## src/rtl/micro_ucr_hash_pkg.sv

```systemverilog
// ============================================================================
// Module : micro_ucr_hash_pkg
// Brief  : Shared constants and types for the micro-UCR hash engine:
//          message geometry, schedule taps, FSM state encoding and the
//          default round constants / initial digest words.
// Ports  : none (package)
// Rev    : 1.0  initial release
// ============================================================================
`default_nettype none

package micro_ucr_hash_pkg;

  // Message block geometry
  localparam int MSG_WORDS = 16;

  // Schedule taps: W[j+16] = W[j+TAP_A] | (W[j+TAP_B] ^ W[j+TAP_C])
  localparam int TAP_A = 13;
  localparam int TAP_B = 7;
  localparam int TAP_C = 2;

  // Default 8-bit constants; wider variants zero-extend them
  localparam logic [7:0] DEF_K0  = 8'h99;
  localparam logic [7:0] DEF_K1  = 8'hA1;
  localparam logic [7:0] DEF_IV0 = 8'h01;
  localparam logic [7:0] DEF_IV1 = 8'h89;
  localparam logic [7:0] DEF_IV2 = 8'hFE;

  // Engine FSM
  typedef enum logic [1:0] {
    IDLE = 2'd0,
    RUN  = 2'd1,
    DONE = 2'd2
  } state_t;

endpackage

`default_nettype wire

```

## src/rtl/micro_ucr_hash_if.sv

```systemverilog
// ============================================================================
// Module : micro_ucr_hash_if
// Brief  : Block-in / digest-out handshake bundle of the hash engine.
// Ports  : in_valid/in_ready/in_chain/in_msg  block feeder -> engine
//          out_valid/out_ready/out_hash       engine -> digest consumer
//          busy                               engine status (high in RUN)
//          modport slave  : engine side
//          modport master : feeder/consumer side
// Rev    : 1.0  initial release
// ============================================================================
`default_nettype none

interface micro_ucr_hash_if
  import micro_ucr_hash_pkg::*;
#(
  parameter int WORD_W = 8
) ();

  logic                          in_valid;
  logic                          in_ready;
  logic                          in_chain;
  logic [MSG_WORDS*WORD_W-1:0]   in_msg;
  logic                          out_valid;
  logic                          out_ready;
  logic [3*WORD_W-1:0]           out_hash;
  logic                          busy;

  modport slave (
    input  in_valid, in_chain, in_msg, out_ready,
    output in_ready, out_valid, out_hash, busy
  );

  modport master (
    output in_valid, in_chain, in_msg, out_ready,
    input  in_ready, out_valid, out_hash, busy
  );

endinterface

`default_nettype wire

```

## src/rtl/micro_ucr_hash_round.sv

```systemverilog
// ============================================================================
// Module : micro_ucr_hash_round
// Brief  : One combinational compression round.
//            x  = phase ? a|b : a^b
//            k  = phase ? K1  : K0
//            a' = b ^ c ; b' = c << SHIFT ; c' = x + k + w   (mod 2^WORD_W)
// Ports  : a, b, c   in   current state words
//          w         in   schedule word for this round
//          phase     in   0: early rounds (XOR/K0), 1: late rounds (OR/K1)
//          a_next, b_next, c_next  out  state words after the round
// Rev    : 1.0  initial release
// ============================================================================
`default_nettype none

module micro_ucr_hash_round
  import micro_ucr_hash_pkg::*;
#(
  parameter int                WORD_W = 8,
  parameter int                SHIFT  = 4,
  parameter logic [WORD_W-1:0] K0     = WORD_W'(DEF_K0),
  parameter logic [WORD_W-1:0] K1     = WORD_W'(DEF_K1)
) (
  input  logic [WORD_W-1:0] a,
  input  logic [WORD_W-1:0] b,
  input  logic [WORD_W-1:0] c,
  input  logic [WORD_W-1:0] w,
  input  logic              phase,
  output logic [WORD_W-1:0] a_next,
  output logic [WORD_W-1:0] b_next,
  output logic [WORD_W-1:0] c_next
);

  logic [WORD_W-1:0] x;
  logic [WORD_W-1:0] k;

  always_comb begin
    x = phase ? (a | b) : (a ^ b);
    k = phase ? K1 : K0;
  end

  assign a_next = b ^ c;
  // Shift stays in WORD_W context: zero-filled and truncated
  assign b_next = c << SHIFT;
  assign c_next = x + k + w;

endmodule

`default_nettype wire

```

## src/rtl/micro_ucr_hash_iter.sv

```systemverilog
// ============================================================================
// Module : micro_ucr_hash_iter
// Brief  : Iterative micro-UCR hash engine, one round per clock over a
//          16-word block, with optional chaining of the previous digest.
// Ports  : clk    in  clock, rising edge
//          reset  in  synchronous, active-high
//          bus    micro_ucr_hash_if.slave
//                   in_valid/in_ready/in_chain/in_msg : block input
//                   out_valid/out_ready/out_hash      : digest output
//                   busy                              : high while hashing
// Rev    : 1.0  initial release
// ============================================================================
`default_nettype none

module micro_ucr_hash_iter
  import micro_ucr_hash_pkg::*;
#(
  parameter int                WORD_W = 8,
  parameter int                ROUNDS = 32,
  parameter int                SPLIT  = 16,
  parameter int                SHIFT  = 4,
  parameter logic [WORD_W-1:0] K0     = WORD_W'(DEF_K0),
  parameter logic [WORD_W-1:0] K1     = WORD_W'(DEF_K1),
  parameter logic [WORD_W-1:0] IV0    = WORD_W'(DEF_IV0),
  parameter logic [WORD_W-1:0] IV1    = WORD_W'(DEF_IV1),
  parameter logic [WORD_W-1:0] IV2    = WORD_W'(DEF_IV2)
) (
  input  logic               clk,
  input  logic               reset,
  micro_ucr_hash_if.slave    bus
);

  localparam int                  CNT_W   = $clog2(ROUNDS);
  localparam logic [CNT_W-1:0]    LAST    = CNT_W'(ROUNDS - 1);
  localparam logic [CNT_W-1:0]    SPLIT_C = CNT_W'(SPLIT);
  localparam logic [3*WORD_W-1:0] IV_ALL  = {IV0, IV1, IV2};

  state_t              state;
  state_t              state_nx;
  logic [CNT_W-1:0]    cnt;
  logic [WORD_W-1:0]   win [MSG_WORDS];
  logic [WORD_W-1:0]   a;
  logic [WORD_W-1:0]   b;
  logic [WORD_W-1:0]   c;
  logic [WORD_W-1:0]   h0;
  logic [WORD_W-1:0]   h1;
  logic [WORD_W-1:0]   h2;
  logic [3*WORD_W-1:0] chain;
  logic [3*WORD_W-1:0] hash;

  logic                accept;
  logic                last_round;
  logic                phase;
  logic [WORD_W-1:0]   a_nx;
  logic [WORD_W-1:0]   b_nx;
  logic [WORD_W-1:0]   c_nx;
  logic [3*WORD_W-1:0] iv_sel;
  logic [3*WORD_W-1:0] digest;
  logic                acc_rdy;
  logic                dig_vld;
  logic                run_busy;

  assign accept     = bus.in_valid && (state == IDLE);
  assign last_round = (state == RUN) && (cnt == LAST);
  assign phase      = (cnt > SPLIT_C);
  // Chain register resets to the IVs, so chaining before any digest is safe
  assign iv_sel     = bus.in_chain ? chain : IV_ALL;
  // Feed-forward taken from this round's outputs so the digest registers on
  // the same edge as the final round
  assign digest     = {h0 + a_nx, h1 + b_nx, h2 + c_nx};

  micro_ucr_hash_round #(
    .WORD_W (WORD_W),
    .SHIFT  (SHIFT),
    .K0     (K0),
    .K1     (K1)
  ) u_round (
    .a      (a),
    .b      (b),
    .c      (c),
    .w      (win[0]),
    .phase  (phase),
    .a_next (a_nx),
    .b_next (b_nx),
    .c_next (c_nx)
  );

  // ---------------- FSM: state register ----------------
  always_ff @(posedge clk) begin
    if (reset) state <= IDLE;
    else       state <= state_nx;
  end

  // ---------------- FSM: next state ----------------
  always_comb begin
    state_nx = state;
    case (state)
      IDLE:    if (accept) state_nx = RUN;
      RUN:     if (last_round) state_nx = DONE;
      DONE:    if (bus.out_ready) state_nx = IDLE;
      default: state_nx = IDLE;
    endcase
  end

  // ---------------- FSM: outputs ----------------
  always_comb begin
    acc_rdy  = 1'b0;
    dig_vld  = 1'b0;
    run_busy = 1'b0;
    case (state)
      IDLE:    acc_rdy  = 1'b1;
      RUN:     run_busy = 1'b1;
      DONE:    dig_vld  = 1'b1;
      default: acc_rdy  = 1'b0;
    endcase
  end

  assign bus.in_ready  = acc_rdy;
  assign bus.out_valid = dig_vld;
  assign bus.busy      = run_busy;
  assign bus.out_hash  = hash;

  // ---------------- Datapath ----------------
  always_ff @(posedge clk) begin
    if (reset) begin
      cnt   <= '0;
      a     <= '0;
      b     <= '0;
      c     <= '0;
      h0    <= '0;
      h1    <= '0;
      h2    <= '0;
      hash  <= '0;
      chain <= IV_ALL;
      for (int i = 0; i < MSG_WORDS; i++) win[i] <= '0;
    end else begin
      case (state)
        IDLE: begin
          if (accept) begin
            for (int i = 0; i < MSG_WORDS; i++)
              win[i] <= bus.in_msg[i*WORD_W +: WORD_W];
            {a, b, c}    <= iv_sel;
            {h0, h1, h2} <= iv_sel;
            cnt          <= '0;
          end
        end
        RUN: begin
          a <= a_nx;
          b <= b_nx;
          c <= c_nx;
          // win[0] always holds W[j]; the new tail word is W[j+16]
          for (int i = 0; i < MSG_WORDS - 1; i++) win[i] <= win[i+1];
          win[MSG_WORDS-1] <= win[TAP_A] | (win[TAP_B] ^ win[TAP_C]);
          if (last_round) begin
            hash  <= digest;
            chain <= digest;
          end else begin
            cnt <= cnt + 1'b1;
          end
        end
        default: ;
      endcase
    end
  end

endmodule

`default_nettype wire

```

## src/flat_wrapper.sv

```systemverilog
// flat-port wrapper written by rule: the top's interface ports become plain ports
module micro_ucr_hash_iter_flat import micro_ucr_hash_pkg::*;
#(
  parameter int                WORD_W = 8,
  parameter int                ROUNDS = 32,
  parameter int                SPLIT  = 16,
  parameter int                SHIFT  = 4,
  parameter logic [WORD_W-1:0] K0     = WORD_W'(DEF_K0),
  parameter logic [WORD_W-1:0] K1     = WORD_W'(DEF_K1),
  parameter logic [WORD_W-1:0] IV0    = WORD_W'(DEF_IV0),
  parameter logic [WORD_W-1:0] IV1    = WORD_W'(DEF_IV1),
  parameter logic [WORD_W-1:0] IV2    = WORD_W'(DEF_IV2)
)
  (clk, reset, bus_in_valid, bus_in_chain, bus_in_msg, bus_out_ready, bus_in_ready, bus_out_valid, bus_out_hash, bus_busy);
  micro_ucr_hash_if #(.WORD_W(WORD_W)) bus_i ();
  input  logic clk;
  input  logic reset;
  input wire logic [$bits(bus_i.in_valid)-1:0] bus_in_valid;
  input wire logic [$bits(bus_i.in_chain)-1:0] bus_in_chain;
  input wire logic [$bits(bus_i.in_msg)-1:0] bus_in_msg;
  input wire logic [$bits(bus_i.out_ready)-1:0] bus_out_ready;
  output wire logic [$bits(bus_i.in_ready)-1:0] bus_in_ready;
  output wire logic [$bits(bus_i.out_valid)-1:0] bus_out_valid;
  output wire logic [$bits(bus_i.out_hash)-1:0] bus_out_hash;
  output wire logic [$bits(bus_i.busy)-1:0] bus_busy;
  assign bus_i.in_valid = bus_in_valid;
  assign bus_i.in_chain = bus_in_chain;
  assign bus_i.in_msg = bus_in_msg;
  assign bus_i.out_ready = bus_out_ready;
  assign bus_in_ready = bus_i.in_ready;
  assign bus_out_valid = bus_i.out_valid;
  assign bus_out_hash = bus_i.out_hash;
  assign bus_busy = bus_i.busy;
  micro_ucr_hash_iter #(.WORD_W(WORD_W), .ROUNDS(ROUNDS), .SPLIT(SPLIT), .SHIFT(SHIFT), .K0(K0), .K1(K1), .IV0(IV0), .IV1(IV1), .IV2(IV2)) u_core (.clk(clk), .reset(reset), .bus(bus_i));
endmodule
```

## config.mk

```make
export PLATFORM = sky130hd
export DESIGN_NAME = micro_ucr_hash_iter_flat
export DESIGN_NICKNAME = d
export VERILOG_FILES = /design/src/rtl/micro_ucr_hash_pkg.sv /design/src/rtl/micro_ucr_hash_if.sv /design/src/rtl/micro_ucr_hash_round.sv /design/src/rtl/micro_ucr_hash_iter.sv /design/src/flat_wrapper.sv
export SDC_FILE = /design/constraint.sdc
export NUM_CORES = 1
export LEC_CHECK = 0
export CAP_MARGIN = 0
export CORE_ASPECT_RATIO = 0.75
export CORE_MARGIN = 3
export CORE_UTILIZATION = 34
export CTS_CLUSTER_DIAMETER = 30
export DETAILED_ROUTE_END_ITERATION = 10
export GPL_TIMING_DRIVEN = 1
export SYNTH_ARGS = -nofsm -noshare
export SYNTH_HDL_FRONTEND = slang
export SYNTH_SLANG_ARGS = --single-unit
```

## constraint.sdc

```tcl
create_clock -name clk -period 6.2 [get_ports clk]
set_input_delay 0.62 -clock clk [delete_from_list [all_inputs] [get_ports clk]]
set_output_delay 0.62 -clock clk [all_outputs]
set_load 0.01 [all_outputs]
```

Word-level counts from Yosys, hierarchy flattened
Memories as Yosys holds them, arrays and structs flattened.
Index checks and enable logic that the tools add are counted.
- bits in registers: 103
- latch bits: 0
- bits in writable memories: 128
- memory bits (read-only): 0
- output and inout bits: 27
- logic and storage cells: 130
- memories: 1
- memory list (memory ; depth ; bits a word ; read ports ; clocked after memory_dff ; write ports ; RTL line ; source):
    u_core.win ; 16 ; 8 ; 16 ; 0 ; 16 ; micro_ucr_hash_iter.sv:41 ; logic [WORD_W-1:0] win [MSG_WORDS];
- $add $sub $neg: 6
- multiply operators: 0
- div/mod/pow operators: 0
- $lt $le $gt $ge: 1
- eq/ne operators: 7
- shift-type cells: 0
- mux-type cells: 59
- bitwise logic cells: 37
- reductions and logical operators: 9
- operators with widths (cell ; number):
    $mux W8 ; 36
    $pmux W8 S2 ; 3
    $add A8 B8 Y8 ; 5
    $or A1 B1 Y1 ; 32
    $mux W24 ; 1
    $xor A8 B8 Y8 ; 3
    $or A8 B8 Y8 ; 2
    $mux W1 ; 11
    $mux W5 ; 2
    $pmux W5 S2 ; 1
    $mux W2 ; 3
    $mux W6 ; 1
    $pmux W2 S3 ; 1
    $reduce_and A2 Y1 ; 3
    $reduce_and A3 Y1 ; 2
    $add A5 B1 Y5 const B ; 1
    $eq A5 B5 Y1 const B ; 1
    $gt A5 B5 Y1 const B ; 1
    $ne A2 B1 Y1 const B ; 2
    $ne A2 B2 Y1 const B ; 2
    $eq A2 B1 Y1 const B ; 1
    $eq A2 B2 Y1 const B ; 1
    $logic_and A1 B1 Y1 ; 2
    $logic_not A2 Y1 ; 1
    $reduce_bool A2 Y1 ; 1

Longest topological paths before layout
- depth in word-level cells: 8
- mapped depth: 21
- gate-level depth less buffers: 20

Hierarchy
Synthesis repeated with hierarchy kept, for this count alone.
- cell total of the unflattened synthesis: 1009
- area total of the unflattened synthesis: 10487.6 µm²
- modules (own cells, without submodules) (module ; instances ; cells each ; area an instance (µm²)):
    micro_ucr_hash_iter ; 1 ; 906 ; 9728.1
    micro_ucr_hash_round ; 1 ; 103 ; 759.5

Worst setup path after synthesis
No wires, ideal clock.
- path type: reg2reg
- from: register u_core.cnt[0]
- to: register u_core.hash[7], in the netlist u_core.bus.out_hash[7]
- data arrival time: 4318 ps
- setup slack: 1803 ps
- stages on the path, launching flop included: 18
- buffers on the path: 1
- period minus slack after synthesis: 4397 ps
- cells stage by stage: dfxtp_1 -> inv_1 -> ha_1 -> or3b_4 -> nand2_4 -> clkbuf_1 -> o21ai_0 -> ha_1 -> ha_1 -> fa_1 -> xor2_1 -> ha_1 -> a21o_1 -> a21oi_1 -> o21ai_0 -> a311oi_1 -> xor3_1 -> a211oi_2
- longest elaborated chain between the ends: 5
- RTL lines (item ; RTL line ; source):
    from (decl) ; micro_ucr_hash_iter.sv:40 ; logic [CNT_W-1:0] cnt;
    from (signal assigned) ; micro_ucr_hash_iter.sv:158 ; cnt <= cnt + 1'b1;
    $gt A5 B5 Y1 ; micro_ucr_hash_iter.sv:65 ; assign phase = (cnt > SPLIT_C);
    $mux W8 / $mux W6 (equally long branches) ; micro_ucr_hash_round.sv:37, micro_ucr_hash_round.sv:38 ;
    $add A8 B8 Y8 (2 in series) ; micro_ucr_hash_round.sv:44 ; assign c_next = x + k + w;
    $add A8 B8 Y8 ; micro_ucr_hash_iter.sv:70 ; assign digest = {h0 + a_nx, h1 + b_nx, h2 + c_nx};
    to (signal assigned) ; micro_ucr_hash_iter.sv:155 ; hash <= digest;
    to (decl) ; micro_ucr_hash_iter.sv:49 ; logic [3*WORD_W-1:0] hash;
Several ways; a longest one is shown, not always the timed one.
A chain may end at the register's enable or synchronous reset.

Worst setup path in the final report
Ends and elaborated chain as after synthesis.

==> impl_metrics.yaml <==
sta:
  hold_viol: 0
  grt_setup_unrepaired: "no"
  setup_violations: 0
  layout_min_cycle_time_ns: 4.70
  maxSlewViolCount: 0
  setup_tns_ns: 0
  hold_ws_ns: 0.451
  fmax_mhz: 213
  tightestPinTransition_ns: 1.21
  clock_skew_ns: 0.0173
  slew_headroom_pct: 19.2
  period_share_pct: 75.8
power_and_ir_drop:
  swShare_pct: 24.1
  power_switching_uw: 1150
  power_frac_seq_pct: 35.7
  vdd_ir_drop_max_uv: 156
  combPwrFrac_pct: 11.2
  pwr-share-clk_pct: 53.1
  power_per_cell_area_nw_per_um2: 352
  leakage_uw: 0.00540
  internal_power_uw: 3640
critical_path:
  crit_family: "compound AO/OA/AOI/OAI gates"
  r2r_end: "u_core.bus.out_hash[7]$_SDFFE_PP0P_"
  reg2reg_depth: 17
  cp_num_buf_inv: 1
  cp_data_required_time_ns: 6.65
  worst-setup-path-type: "reg2reg"
  crit_path_frequent_cell: "ha_1"
  end_kind: "flip-flop"
  critPathMaxStageDelay_ns: 0.68
  crit_start: "u_core.cnt[0]$_SDFFE_PP0P_"
  cp-start-kind: "flip-flop"
  critical_path_depth: 17
  path_cells: "inv_1, ha_1, or3b_4, nand2_4, nand2_1, o21ai_0, ha_1, ha_1, fa_1, xor2_1, ha_1, a21o_1, a21oi_1, o21ai_0, a311oi_1, xor3_1, a211oi_2"
  endpoint: "u_core.bus.out_hash[7]$_SDFFE_PP0P_"
  cp_slowest_cell: "a311oi_1"
  r2r_setup_slack_ns: 1.50
  reg2reg_from: "u_core.cnt[0]$_SDFFE_PP0P_"
  path_max_fanout: 15
  critPathArrivalTime_ns: 5.15
clocking:
  cts_resized: 0
  clock_sinks: 218
  hold_buffers: 0
  clkLatencyLatePin_ns: 0.53
  post_cts.repair.setup_buffers: 0
  cts_tree: "built"
  clockRootBuffer: "clkbuf_16"
  cts_inserted_buffers: 48
  htree_levels: 2
  clockBufferDepth: 3
  clkTransAtPathRegs_ns: 0.05
yosys:
  yosysWarnings: 0
  synth_fp_nets: 1124
  synth-compound-area-share_pct: 18.1
  synthFlopType: "edfxtp_1"
  synth_cell_types: 50
  synth_cells: 946
  post_synth_and_or_nand_nor_area_fraction_pct: 11.7
  ys_seq_elements: 218
  synth_top_family_by_area: "compound AO/OA/AOI/OAI gates"
  synth_area_per_cell_sq_um: 10.7
  ys_seq_area_share_pct: 56.0
  synth_fa_ha_area_share_pct: 5.88
  syn_area_sq_um: 10100
  synth-edff-count: 128
  async_flop_share_pct: 0
  synth-xor-area-share_pct: 3.19
  synthMuxAreaShare_pct: 0.509
floorplan:
  initial_core_util_pct: 35.3
  rows: 53
  core_sq_um: 28600
  dieWidth_um: 205
  die_height_um: 155
  dieArea_sq_um: 31800
  ioPinCount: 160
final_layout:
  fin_nets: 1274
  n_fill_cell: 2632
  drive_above_1_share_pct: 9.09
  syn2layout_area_growth_pct: 34.7
detailed_routing:
  firstDrtPassIters: 9
  drtIter0Drc: 646
  route.detailed.wl_per_inst_um: 18.3
  wl_um: 27800
  drcViolationCount: 0
  vias_per_cell: 5.05
  ant_nets: 0
  via_count: 7672
min_path:
  hp-class: "reg2reg"
grt:
  grt_pass1_wl_um: 42900
  grt_use_total_pct: 17.1
  grt_max_degree: 77
  gr-total-overflow: 0
  grt_pass1_vias: 7652
  antenna_found_initial: 0
job:
  cap_viol_max_count: 0
status:
  outcome: "completed"
placement:
  portBuffers: 159
  place.gp.congestion: 0.853
  hpwl_um: 18600
cell usage in the layout (no fill, tap or decap), drive strengths merged, types with 9 or more instances in the layout:
cell type	instances
clkdlybuf4s50	158
nand2	158
edfxtp	128
a21oi	95
a22o	93
dfxtp	90
clkbuf	58
nor2	48
ha	41
inv	40
nor3	29
xor2	22
o21ai	17
clkinv	15
buf	13
xnor2	12
o21bai	9
nand3	9
power groups by stage:
stage	Combinational (uW)	Clock, uW	Sequential (uW)
floorplan	332	0	1720
global placement	521	0	1730
detailed placement	531	0	1740
CTS	537	2590	1710
global route	595	2680	1720
finish	535	2540	1710
metal layers:
metal | GRT usage (%) | up-vias | wire length [um]
met2 | 24.0 | 203 | 11600
met1 | 26.3 | 3678 | 14000
met3 | 4.16 | 41 | 1820
met5 | 0 | - | 0
li1 | - | 3750 | -
met4 | 4.46 | 0 | 422
synthesized netlist by cell type (all sizes together) (3+ instances only):
master,count,area (sq um)
xor2,22,193
nand2,158,601
a21oi,95,475
a21o,8,60.1
a31oi,7,43.8
nand2b,8,50.1
a221o,3,30.0
xnor2,12,105
edfxtp,128,3840
buf,18,118
nand3,9,45.0
ha,41,513
a211oi,8,65.1
o221ai,3,26.3
a22o,93,815
inv,39,146
nor3,29,150
clkbuf,53,199
a221oi,3,26.3
mux2i,4,40.0
o21ai,17,85.1
nor2b,4,25.0
a22oi,3,22.5
o21bai,9,67.6
nor2,48,180
fa,4,80.1
a222oi,4,40.0
dfxtp,90,1800
logic make-up (layout without fill, tap and decap cells):
family,Yosys count,after routing
AND/OR/NAND/NOR,273,273
AO/OA/AOI/OAI,260,260
flip-flops,218,218
buffers and inverters,110,297
adder cells (fa/ha/maj),45,45
XOR/XNOR,35,35
multiplexers,5,5
other,0,1
tightest hold or removal path, stage by stage (launching register included):
cell     delay (ns)
dfxtp_1        0.30
nand2_1        0.05
a21oi_1        0.05
through the flow:
stage / utilization (%) / instance area (sq um) / worst slack, ns / instances / total power, uW
detailed placement: 41.8 / 11900 / 1.57 / 1431 / 2270
CTS: 47.5 / 13600 / 1.53 / 1518 / 4840
global placement: 41.8 / 11900 / 1.82 / 1431 / 2260
floorplan: - / 10100 / 1.80 / 946 / 2050
global route: 47.5 / 13600 / 1.23 / 1518 / 4990
finish: 47.5 / 13600 / 1.50 / 1519 / 4790
sequential cells by signal, summed over array words and instances, names as in the netlist, 5 cells and up:
| register | cells |
|---|---|
| u_core.win | 128 |
| u_core.bus.out_hash | 23 |
| u_core.chain | 12 |
| u_core.a | 8 |
| u_core.b | 8 |
| u_core.c | 8 |
| u_core.h0 | 8 |
| u_core.h1 | 8 |
| u_core.h2 | 8 |
| u_core.cnt | 5 |
how the worst min path moves through the flow:
stage	start	slack (ns)	cells past startpoint	end
finish	u_core.bus.out_hash[11]$_SDFFE_PP0P_	0.45	2	u_core.bus.out_hash[11]$_SDFFE_PP0P_
global route	u_core.bus.out_hash[3]$_SDFFE_PP0P_	0.48	2	u_core.bus.out_hash[3]$_SDFFE_PP0P_
CTS	u_core.bus.out_hash[11]$_SDFFE_PP0P_	0.45	2	u_core.bus.out_hash[11]$_SDFFE_PP0P_
detailed placement	u_core.bus.out_hash[1]$_SDFFE_PP0P_	0.45	2	u_core.bus.out_hash[1]$_SDFFE_PP0P_
global placement	u_core.chain[8]$_SDFFE_PP1P_	0.44	2	u_core.chain[8]$_SDFFE_PP1P_
floorplan	u_core.chain[11]$_SDFFE_PP1P_	0.43	2	u_core.chain[11]$_SDFFE_PP1P_
area by class of cell:
cell class	instances	area [sq um]	share of cell area, %
multi-input cells	618	4000	29.4
repair buffers	171	1680	12.4
clock buffers	58	1300	9.59
flip-flops and latches	218	5650	41.6
well taps	385	482	3.55
inverters	39	146	1.08
clock inverters	29	332	2.44
diodes	1	2.50	0.0184
(Power assumes the default switching activity.)
